==> src/rtl/modexp_sc_core.sv <==
// ============================================================================
// Module   : modexp_sc_core
// Brief    : Modular exponentiation engine, cypher = indata^inExp mod inMod,
//            with valid/ready handshakes, input reduction, a divide-by-zero
//            flag and data/timing secrecy labels.
//            Optional build macro: MODEXP_CONST_TIME_EN (constant-time mode).
// Revision : 1.0 - initial release
// ============================================================================
`default_nettype none

module modexp_sc_core #(
  parameter int KEYSIZE = 32
) (
  input  logic               clk,
  input  logic               reset,
  input  logic               in_valid,
  output logic               in_ready,
  input  logic [KEYSIZE-1:0] indata,
  input  logic [KEYSIZE-1:0] inExp,
  input  logic [KEYSIZE-1:0] inMod,
  input  logic               indata_label,
  input  logic               inExp_label,
  input  logic               inMod_label,
  output logic               out_valid,
  input  logic               out_ready,
  output logic [KEYSIZE-1:0] cypher,
  output logic               cypher_label,
  output logic               err_mod0,
  output logic               timing_label
);

`ifdef MODEXP_CONST_TIME_EN
  localparam logic CONST_TIME = 1'b1;
`else
  localparam logic CONST_TIME = 1'b0;
`endif

  localparam int            IW  = $clog2(KEYSIZE);
  localparam logic [IW-1:0] KM1 = IW'(KEYSIZE - 1);

  typedef enum logic [2:0] {
    S_IDLE = 3'd0,
    S_LOAD = 3'd1,
    S_PRE  = 3'd2,
    S_SQR  = 3'd3,
    S_MUL  = 3'd4,
    S_DONE = 3'd5
  } state_t;

  state_t state, state_nx;

  // Latched request
  logic [KEYSIZE-1:0] base_q;
  logic [KEYSIZE-1:0] exp_q;
  logic [KEYSIZE-1:0] mod_q;
  logic               lab_d_q, lab_e_q, lab_m_q;

  // Working registers
  logic [KEYSIZE-1:0] acc_q;    // running exponentiation result
  logic [KEYSIZE-1:0] bred_q;   // base reduced mod inMod
  logic [KEYSIZE-1:0] r_q;      // partial remainder of the current step chain
  logic [IW-1:0]      idx_q;    // exponent bit being processed
  logic [IW-1:0]      cnt_q;    // step within the current KEYSIZE-cycle phase

  // Step datapath (KEYSIZE+2 bits so 2r+a < 3*mod never overflows)
  logic [KEYSIZE+1:0] mod_x, r_in, addend, r_dbl, r_s1, r_s2;
  logic               step_bit;
  logic               last_step;
  logic [KEYSIZE-1:0] step_res;
  logic [KEYSIZE-1:0] acc_fix;
  logic [IW-1:0]      msb_idx;
  logic               exp_zero;
  logic               mod_zero;
  logic               unused_hi;

  assign in_ready  = (state == S_IDLE);
  assign last_step = (cnt_q == '0);
  assign exp_zero  = (exp_q == '0);
  assign mod_zero  = (mod_q == '0);

  // One shift/add/reduce step shared by PRE (reduction), SQR and MUL
  always_comb begin
    mod_x  = {2'b00, mod_q};
    r_in   = (cnt_q == KM1) ? '0 : {2'b00, r_q};
    if (state == S_PRE) begin
      step_bit = base_q[cnt_q];
      addend   = {{(KEYSIZE+1){1'b0}}, 1'b1};
    end else begin
      step_bit = (state == S_MUL) ? bred_q[cnt_q] : acc_q[cnt_q];
      addend   = {2'b00, acc_q};
    end
    r_dbl    = {r_in[KEYSIZE:0], 1'b0} + (step_bit ? addend : '0);
    r_s1     = (r_dbl >= mod_x) ? (r_dbl - mod_x) : r_dbl;
    r_s2     = (r_s1 >= mod_x) ? (r_s1 - mod_x) : r_s1;
    step_res = r_s2[KEYSIZE-1:0];
  end

  // Remainder is always below the modulus, so the top two bits are zero
  assign unused_hi = &{1'b0, r_s2[KEYSIZE+1:KEYSIZE]};

  // Final fold: acc can only equal or exceed the modulus when inMod==1 and acc==1
  assign acc_fix = (acc_q >= mod_q) ? (acc_q - mod_q) : acc_q;

  // Position of the highest set exponent bit, used to skip leading zeros
  always_comb begin
    msb_idx = '0;
    for (int k = 0; k < KEYSIZE; k++) begin
      if (exp_q[k]) msb_idx = IW'(k);
    end
  end

  // State register
  always_ff @(posedge clk or negedge reset) begin
    if (!reset) state <= S_IDLE;
    else        state <= state_nx;
  end

  // Next-state logic
  always_comb begin
    state_nx = state;
    case (state)
      S_IDLE: if (in_valid) state_nx = S_LOAD;
      S_LOAD: state_nx = mod_zero ? S_DONE : S_PRE;
      S_PRE: begin
        if (last_step) state_nx = (!CONST_TIME && exp_zero) ? S_DONE : S_SQR;
      end
      S_SQR: begin
        if (last_step) begin
          if (CONST_TIME || exp_q[idx_q]) state_nx = S_MUL;
          else if (idx_q == '0)           state_nx = S_DONE;
          else                            state_nx = S_SQR;
        end
      end
      S_MUL: begin
        if (last_step) state_nx = (idx_q == '0) ? S_DONE : S_SQR;
      end
      S_DONE: if (out_valid && out_ready) state_nx = S_IDLE;
      default: state_nx = S_IDLE;
    endcase
  end

  // Operand capture, step iteration and result registers
  always_ff @(posedge clk or negedge reset) begin
    if (!reset) begin
      base_q       <= '0;
      exp_q        <= '0;
      mod_q        <= '0;
      lab_d_q      <= 1'b0;
      lab_e_q      <= 1'b0;
      lab_m_q      <= 1'b0;
      acc_q        <= '0;
      bred_q       <= '0;
      r_q          <= '0;
      idx_q        <= '0;
      cnt_q        <= '0;
      out_valid    <= 1'b0;
      cypher       <= '0;
      cypher_label <= 1'b0;
      err_mod0     <= 1'b0;
      timing_label <= 1'b0;
    end else begin
      case (state)
        S_IDLE: begin
          if (in_valid) begin
            base_q  <= indata;
            exp_q   <= inExp;
            mod_q   <= inMod;
            lab_d_q <= indata_label;
            lab_e_q <= inExp_label;
            lab_m_q <= inMod_label;
          end
        end
        S_LOAD: begin
          acc_q <= KEYSIZE'(1);
          idx_q <= CONST_TIME ? KM1 : msb_idx;
          cnt_q <= KM1;
        end
        S_PRE, S_SQR, S_MUL: begin
          r_q   <= step_res;
          cnt_q <= last_step ? KM1 : (cnt_q - IW'(1));
          if (last_step) begin
            if (state == S_PRE) bred_q <= step_res;
            if (state == S_SQR) begin
              acc_q <= step_res;
              if (!CONST_TIME && !exp_q[idx_q]) idx_q <= idx_q - IW'(1);
            end
            if (state == S_MUL) begin
              if (exp_q[idx_q]) acc_q <= step_res;
              idx_q <= idx_q - IW'(1);
            end
          end
        end
        S_DONE: begin
          if (!out_valid) begin
            out_valid    <= 1'b1;
            cypher       <= mod_zero ? '0 : acc_fix;
            err_mod0     <= mod_zero;
            cypher_label <= lab_d_q | lab_e_q | lab_m_q;
            timing_label <= CONST_TIME ? lab_m_q : (lab_e_q | lab_m_q);
          end else if (out_ready) begin
            out_valid <= 1'b0;
          end
        end
        default: ;
      endcase
    end
  end

endmodule

`default_nettype wire
==> config.mk <==
export PLATFORM = sky130hd
export DESIGN_NAME = modexp_sc_core
export DESIGN_NICKNAME = d
export VERILOG_FILES = /design/src/rtl/modexp_sc_core.sv
export SDC_FILE = /design/constraint.sdc
export NUM_CORES = 1
export LEC_CHECK = 0
export BUFFER_PORTS_ARGS = -buffer_cell sky130_fd_sc_hd__buf_2
export CAP_MARGIN = 40
export CORE_MARGIN = 2
export CORE_UTILIZATION = 55
export DETAILED_ROUTE_END_ITERATION = 10
export HOLD_SLACK_MARGIN = 0.1
export PLACE_DENSITY = 0.74
export SYNTH_ARGS = -nofsm -noshare
export SYNTH_HDL_FRONTEND = slang
export SYNTH_SLANG_ARGS = --single-unit
export TNS_END_PERCENT = 100
==> constraint.sdc <==
create_clock -name clk -period 11.56 [get_ports clk]
set_input_delay 1.156 -clock clk [delete_from_list [all_inputs] [get_ports clk]]
set_output_delay 1.156 -clock clk [all_outputs]
set_load 0.005 [all_outputs]
[After elaboration in Yosys (flattened, before gate mapping)]
Cells that the tools add are included.
Cells by class
  add/subtract/negate cells: 6
  $lt $le $gt $ge: 5
  eq/ne operators: 14
  multiplexer cells: 72
  bitwise operators: 4
  reductions and logical operators: 14
Operator list (count)
  2-to-1 mux 32 bit: 9
  2-to-1 mux 5 bit: 31
  greater-or-equal comparator 34 x 32 -> 1 bit: 2
  2-to-1 mux 34 bit: 2
  zero test 32 bit: 2
  case mux 32 bit (2 select lines): 1
  subtractor 32 bit: 2
  adder 33 x 34 -> 34 bit: 1
  subtractor 34 x 32 -> 34 bit: 1
  2-to-1 mux 3 bit: 11
  greater-or-equal comparator 32 bit: 1
  binary-select mux 1 bit (select 5 bit): 4
  case mux 5 bit (2 select lines): 2
  case mux 3 bit (6 select lines): 1
  < comparator 5 x 6 -> 1 bit (second input constant): 2
  != test 2 bit (second input constant): 6
  zero test 5 bit: 2
  subtractor 5 x 1 -> 5 bit (second input constant): 2
  2-to-1 mux 1 bit: 9
  equality test 3 x 2 -> 1 bit (second input constant): 2
  equality test 3 bit (second input constant): 2
  != test 3 bit (second input constant): 2
  AND reduction 2 bit: 3
  equality test 5 bit (second input constant): 1
  11 further kinds: 14
Word-level totals
  register bits after elaboration: 244
  input port bits: 103

[Longest topological paths before layout]
Gate-level depths: netlist of run 1.
  depth in word-level cells: 32
  depth in mapped cells: 47
  gate-level depth less buffers: 37

[Worst setup path before layout of run 1]
Ideal clock, no wire load.
  path type: reg-to-reg
  start point: reg cnt_q[0]
  end point: reg r_q[23]
  setup time: 0.125 ns
  arrival time: 9.607 ns
  data required time: 11.435 ns
  path slack: 1.828 ns
  cell stages (with the launch flop): 41
  path buffers: 7
  path through: dfrtp_1 > buf_2 > buf_2 > mux4_2 > a221oi_1 > mux4_2 > nor2_1 > clkbuf_1 > and2_1 > ha_1 > a211oi_1 > o21ai_0 > o211a_1 > o21ai_0 > nand2_1 > a311o_1 > a21o_1 > xor2_1 > [5 not listed] > and3_1 > a22o_1 > o21a_1 > buf_2 > clkbuf_1 > o21ai_0 > ha_1 > a21o_1 > or3_1 > o21a_1 > a221o_1 > a211o_1 > a221oi_4 > o211ai_2 > nor2_4 > buf_6 > mux2_2 > mux2_2
On the way
  word-level cells in the longest chain between the ends: 10
  elaborated cells between the ends (all ways): 18
  those cells by class: add/sub: 3; order compare: 2; eq/ne: 1; mux: 12
Ends and longest elaborated chain
  start, declared: RTL line 63  | logic [IW-1:0] cnt_q;
  start signal, assigned: RTL line 180  | cnt_q <= last_step ? KM1 : (cnt_q - IW'(1));
  binary-select mux 1 bit (select 5 bit): RTL line 89  | step_bit = (state == S_MUL) ? bred_q[cnt_q] : acc_q[cnt_q];
  2-to-1 mux 1 bit (not written as such): RTL line 89
  2-to-1 mux 1 bit: RTL line 89
  2-to-1 mux 1 bit: RTL line 85  | if (state == S_PRE) begin
  2-to-1 mux 34 bit: RTL line 92  | r_dbl = {r_in[KEYSIZE:0], 1'b0} + (step_bit ? addend : '0);
  adder 33 x 34 -> 34 bit (*): RTL line 92
  subtractor 34 x 32 -> 34 bit / greater-or-equal comparator 34 x 32 -> 1 bit (equally long branches): RTL line 93  | r_s1 = (r_dbl >= mod_x) ? (r_dbl - mod_x) : r_dbl;
  2-to-1 mux 34 bit (*): RTL line 93
  subtractor 32 bit / greater-or-equal comparator 34 x 32 -> 1 bit (equally long branches): RTL line 94  | r_s2 = (r_s1 >= mod_x) ? (r_s1 - mod_x) : r_s1;
  2-to-1 mux 32 bit (*): RTL line 94
  end signal, assigned: RTL line 179  | r_q <= step_res;
  end, declared: RTL line 61  | logic [KEYSIZE-1:0] r_q;
Mark *: on every way between the ends. The rest lies on a longest branch, timed or not. The select of a mux whose other input is x is not followed.
A chain may end at the register's enable or synchronous reset.

[Final worst setup path of run 1]
  start point: reg cnt_q[0]
  end point: reg r_q[30]
The elaborated chain is that of the path after synthesis.

==> run_results.csv, run 1 <==
group,metric,value,unit
finish,drive_above_1_share,0.167,
run,drv_cap,0,
sta,setup_violations,0,
clock_network,cts_max_level,1,
sta,fin_hold_ws,469,ps
floorplan,start_util,0.561,
critical_path,worstSetupPathType,"flop to flop",
sta,maxSlewViolCount,0,
sta,rsz0062_at_grt,"no",
sta,finClkSkew,19.3,ps
placement,io_buffers,139,
clock_network,clock_latency,560,ps
critical_path,cp_slowest_cell,"mux4_2",
placement,dpl.hpwl,45400,um
synthesis,yosysSeqAreaShare,0.323,
clock_network,clockBufferDepth,3,
drt,vias,17118,
synthesis,yosysWarnings,0,
floorplan,ios,140,
finish,nets,2466,
finish,area_growth,10.5,%
critical_path,worstPathBufferInverterCount,3,
clock_network,cts_inserted_buffers,25,
global_route,antenna_found_initial,0,
sta,tightest_slew,866,ps
critical_path,arrival,11390,ps
sta,slew_headroom,0.417,
placement,gp_congestion,1.05,
critical_path,crit_fanout,23,
critical_path,startpoint_type,"flop",
critical_path,crit_family,"compound AO/OA/AOI/OAI gates",
drt,wirelength,58500,um
finish,nFillCells,2914,
drt,vias_per_cell,6.35,
critical_path,cp_data_required_time,11990,ps
floorplan,core,33700,sq um
clock_network,cts_tree,"done",
synthesis,synth.cell_area,18900,sq um
floorplan,dieArea,35900,sq um
placement,dpl.cell_count,2650,
drt,met3WireLength,3640,um
synthesis,synth_cell_types,77,
sta,min_period_over_period,0.948,
global_route,grt_first_pass_wirelength,91900,um
synthesis,synth_area_per_cell,8.87,sq um
clock_network,postCtsHoldBufs,0,
sta,period_minus_slack,10960,ps
synthesis,synth_seq_cells,244,
drt,first_iter_violations,1384,
synthesis,async_reset_ff_frac,1.00,
drt,wl_per_cell,21.7,um
floorplan,rows,67,
sta,fin_tns_setup,0,ps
clock_network,clkSinkCount,244,
finish,finish.utilization,0.620,
drt,met1_length,24100,um
floorplan,die_w,189,um
sta,hold_viol,0,
global_route,grt_max_degree,82,
sta,fmax,91.2,MHz
global_route,grt_pass1_vias,16852,
min_path,hp-class,"flop to flop",
floorplan,die_h,189,um
synthesis,syn_inst,2130,
drt,met2_length,27400,um
synthesis,synth_top_flop_cell,"dfrtp_1",
clock_network,cts_root_buf,"clkbuf_16",
drt,drt_first_pass_iters,5,
global_route,grt-ovfl-total,0,
drt,highest_layer,"met4",
global_route,grt.total_usage,0.325,
finish,fin_cells,2695,
clock_network,clk_pin_slew,60,ps
drt,antenna_left,0,
status,status,"finished, final reports clean",
critical_path,max_stage_delay,550,ps
drt,drc,0,
critical_path,endpoint_kind,"flop",
synthesis,synth_nets,2367,
synthesis,synth-edff-count,0,
==> per-layer routing <==
layer  global-route usage  vias up
li1                     -     7980
met1                0.415     8295
met2                0.537      680
met3               0.0499      163
met4                0.165        0
met5                    0        -
==> Yosys cell counts (all sizes together) (10+ instances only) <==
cell type,count,area share
mux4,37,0.044
dfrtp,244,0.32
nor4,18,0.0060
o211ai,18,0.0077
o21ai,204,0.054
nor2,158,0.032
o21a,28,0.011
nand3,38,0.010
nand4,21,0.0070
a21o,61,0.024
a22o,14,0.0065
a21oi,158,0.042
and3,13,0.0043
xor2,41,0.019
o31a,10,0.0046
inv,71,0.014
mux2i,28,0.015
nor3,46,0.012
ha,130,0.086
nand2,229,0.045
xnor2,62,0.029
o21bai,18,0.0071
a31oi,14,0.0046
nor2b,22,0.0073
clkbuf,81,0.016
mux2,108,0.064
buf,13,0.0046
and2,73,0.024
nand2b,29,0.0096
a221oi,11,0.0060
o31ai,13,0.0052
a211oi,20,0.0079
==> layout by cell type, fill, tap and decap left out, drive strengths merged, types with 21 or more instances in the layout <==
cell type / netlist / final
nand4: 21 / 21
mux4: 37 / 37
inv: 71 / 73
xnor2: 62 / 62
clkbuf: 81 / 37
a21oi: 158 / 158
buf: 13 / 166
nor3: 46 / 46
and2: 73 / 73
nor2b: 22 / 22
nor2: 158 / 158
mux2i: 28 / 28
a21o: 61 / 61
o21a: 28 / 28
nand2b: 29 / 29
o21ai: 204 / 204
nand2: 229 / 229
nand3: 38 / 38
dfrtp: 244 / 244
ha: 130 / 130
xor2: 41 / 41
mux2: 108 / 108
==> cells by family after synthesis <==
| logic type | Yosys count | share of synthesized area |
|---|---|---|
| multiplexers | 173 | 0.123 |
| AND/OR/NAND/NOR | 675 | 0.169 |
| XOR/XNOR | 103 | 0.0477 |
| adder cells (fa/ha/maj) | 134 | 0.0903 |
| buffers and inverters | 165 | 0.0348 |
| AO/OA/AOI/OAI | 636 | 0.212 |
| flip-flops | 244 | 0.323 |
==> area by class of cell <==
cell class / count / area, sq um / share of cell area
antenna: 1 / 2.50 / 0.000120
clock buffer: 37 / 731 / 0.0350
clock inverter: 7 / 72.6 / 0.00348
inverter: 71 / 267 / 0.0128
multi-input combinational: 1721 / 12200 / 0.583
sequential: 244 / 6110 / 0.293
tap: 448 / 561 / 0.0268
timing repair buffer: 166 / 965 / 0.0462
==> repair_timing <==
action	CTS	global route
gates resized for setup	0	9
setup endpoints to repair	0	96
setup buffers	0	0
==> final timing paths <==
kind                                            from                    end  slack, ps  cells past startpoint
worst max-delay path            cnt_q[0]$_DFFE_PN0P_    r_q[30]$_DFFE_PN0N_        600                     38
worst min-delay path            err_mod0$_DFFE_PN0P_   err_mod0$_DFFE_PN0P_        470                      1
worst max register to register  cnt_q[0]$_DFFE_PN0P_    r_q[30]$_DFFE_PN0N_        600                     38
worst min register to register  err_mod0$_DFFE_PN0P_   err_mod0$_DFFE_PN0P_        470                      1
max in group asynchronous                      reset  exp_q[21]$_DFFE_PN0P_       9730                      3
min in group asynchronous                      reset    r_q[29]$_DFFE_PN0N_        580                      1
==> per-stage QoR <==
| step | area (sq um) | setup WS [ps] |
|---|---|---|
| finish | 20900 | 599 |
| global route | 20900 | 40.7 |
| CTS | 20900 | 373 |
| detailed placement | 20100 | 397 |
| global placement | 20000 | 540 |
| floorplan | 18900 | 1830 |
==> state kept, by name (all words and copies together) (netlist names) <==
| name | count |
|---|---|
| state | 3 |
| idx_q | 5 |
| lab_m_q | 1 |
| cypher_label | 1 |
| timing_label | 1 |
| lab_d_q | 1 |
| mod_q | 32 |
| lab_e_q | 1 |
| base_q | 32 |
| exp_q | 32 |
| r_q | 32 |
| bred_q | 32 |
| acc_q | 32 |
| cypher | 32 |
| cnt_q | 5 |
| err_mod0 | 1 |
| out_valid | 1 |
Power of run 1 is left out: the tool's default activity adds up to more than one toggle a clock period on the data nets, which glitch-free logic cannot reach.
==> run 2: changes to the inputs <==
--- a/config.mk
+++ b/config.mk
@@ -7,6 +7,7 @@
 export LEC_CHECK = 0
 export BUFFER_PORTS_ARGS = -buffer_cell sky130_fd_sc_hd__buf_2
 export CAP_MARGIN = 40
+export CORE_ASPECT_RATIO = 0.9
 export CORE_MARGIN = 2
 export CORE_UTILIZATION = 55
 export DETAILED_ROUTE_END_ITERATION = 10
==> run 2 against run 1 <==
  * Critical path depth increased by 1
  * Non-clock buffer count is 2 higher
  * Sequential share of layout area down 0.11 points
  * Count of clock-buffer cells in the layout shrank 1
  * Worst hold slack better by 2.2 ps
  * Clock skew down 8.0 ps
  * Wire length grew 1.8%
==> run_results.csv, run 2 (synthesized netlist as in run 1, its figures left out) <==
group,metric,value,unit
min_path,hold_start,"err_mod0$_DFFE_PN0P_",
placement,place_ws,712,ps
critical_path,max_stage_delay,600,ps
clock_network,cts_resized,0,
drt,drt_first_pass_iters,5,
placement,dpl.hpwl,46600,um
clock_network,cts_root_buf,"clkbuf_16",
critical_path,cp_data_required_time,11960,ps
critical_path,ff2ff_setup_slack,580,ps
clock_network,clockBufferDepth,3,
drt,wl_per_cell,22.0,um
clock_network,cts_post_setup_buffers_inserted,0,
min_path,hold_path_depth,1,
status,status,"finished, final reports clean",
critical_path,worstSetupPathType,"flop to flop",
drt,vias,17020,
drt,met1_length,26100,um
finish,antennaDiodeCount,0,
floorplan,ios,140,
critical_path,endpoint_kind,"flop",
finish,drive_above_1_share,0.167,
critical_path,crit_fanout,49,
drt,first_iter_violations,1378,
critical_path,r2r_start,"cnt_q[1]$_DFFE_PN0P_",
floorplan,core,34000,sq um
clock_network,clock_latency,550,ps
placement,io_buffers,139,
placement,place_area,20100,sq um
global_route,antenna_found_initial,0,
finish,area_growth,10.9,%
drt,antenna_left,0,
sta,min_period_over_period,0.950,
sta,fmax,91.1,MHz
sta,setup_violations,0,
sta,hold_viol,0,
global_route,grt.total_usage,0.332,
sta,rsz0062_at_grt,"no",
clock_network,clkSinkCount,244,
floorplan,rows,64,
placement,gp_congestion,0.942,
drt,drc,0,
run,drv_cap,0,
clock_network,cts_tree,"done",
sta,period_minus_slack,10980,ps
finish,stdcell_area,21000,sq um
critical_path,critPathLaunch,"cnt_q[1]$_DFFE_PN0P_",
sta,finClkSkew,11.3,ps
critical_path,arrival,11380,ps
min_path,hp-class,"flop to flop",
drt,vias_per_cell,6.28,
clock_network,cts_inserted_buffers,25,
floorplan,dieArea,35900,sq um
finish,layout_common_cells,"dfrtp_1, nand2_1, o21ai_0",
global_route,grt-ovfl-total,0,
sta,fin_tns_setup,0,ps
drt,met2_length,27300,um
floorplan,die_w,199,um
drt,highest_layer,"met4",
sta,slew_headroom,0.434,
floorplan,start_util,0.557,
clock_network,cts_max_level,1,
clock_network,clk_pin_slew,60,ps
drt,met3WireLength,3780,um
global_route,grt_first_pass_wirelength,93100,um
clock_network,postCtsHoldBufs,0,
critical_path,cp_slowest_cell,"mux4_2",
critical_path,reg2regPathDepth,39,
critical_path,startpoint_type,"flop",
sta,fin_ws,581,ps
global_route,grt_pass1_vias,16683,
floorplan,die_h,180,um
sta,tightest_slew,840,ps
drt,wirelength,59500,um
global_route,grt_max_degree,103,
finish,nets,2468,
finish,final_common_cell,"dfrtp_1",
sta,maxSlewViolCount,0,
min_path,hold_end,"err_mod0$_DFFE_PN0P_",
critical_path,r2r_end,"r_q[10]$_DFFE_PN0N_",
[run 2: cell count changes in the layout (fill, tap and decap cells not counted), sizes merged]
cell           delta
buf               +1
bufinv            +1
clkbuf            -1
clkdlybuf4s18     +1
clkinv            +1
clkinvlp          -2
diode             -1
inv               +1
[run 2: worst max-delay path by stage]
stage / end / depth (start not counted)
2_1_floorplan: r_q[23]$_DFFE_PN0N_ / 40
3_3_place_gp: r_q[2]$_DFFE_PN0N_ / 38
3_5_place_dp: r_q[10]$_DFFE_PN0N_ / 38
4_1_cts: r_q[30]$_DFFE_PN0N_ / 37
5_1_grt: r_q[10]$_DFFE_PN0N_ / 39
6_report: r_q[10]$_DFFE_PN0N_ / 39
[run 2: metal layers]
| layer | global-route usage | vias to the layer above |
|---|---|---|
| li1 | - | 7999 |
| met1 | 0.466 | 8239 |
| met2 | 0.526 | 649 |
| met3 | 0.0439 | 133 |
| met4 | 0.120 | 0 |
| met5 | 0 | - |
[run 2: cell type report]
| class | count | area (sq um) |
|---|---|---|
| clock buffer | 36 | 747 |
| clock inverter | 8 | 101 |
| fill | 2944 | 13000 |
| inverter | 71 | 267 |
| multi-input combinational | 1721 | 12200 |
| sequential | 244 | 6110 |
| tap | 462 | 578 |
| timing repair buffer | 168 | 998 |
[run 2: stage by stage]
stage / util / instances / hold WS (ps)
2_1_floorplan: - / 2130 / 445
3_3_place_gp: 0.590 / 2661 / 459
3_5_place_dp: 0.592 / 2666 / 462
4_1_cts: 0.617 / 2710 / 476
5_1_grt: 0.617 / 2710 / 503
6_report: 0.617 / 2710 / 471
[run 2: critical path, delay by kind of cell (launching register included)]
kind	cells	cell delay, ps
AO/OA/AOI/OAI	18	4420
XOR/XNOR	1	150
adder cells (fa/ha/maj)	3	1230
buffers and inverters	5	1260
flip-flops	1	590
multiplexers	3	1310
AND/OR/NAND/NOR	9	1820
Power of run 2 is left out for the same reason.
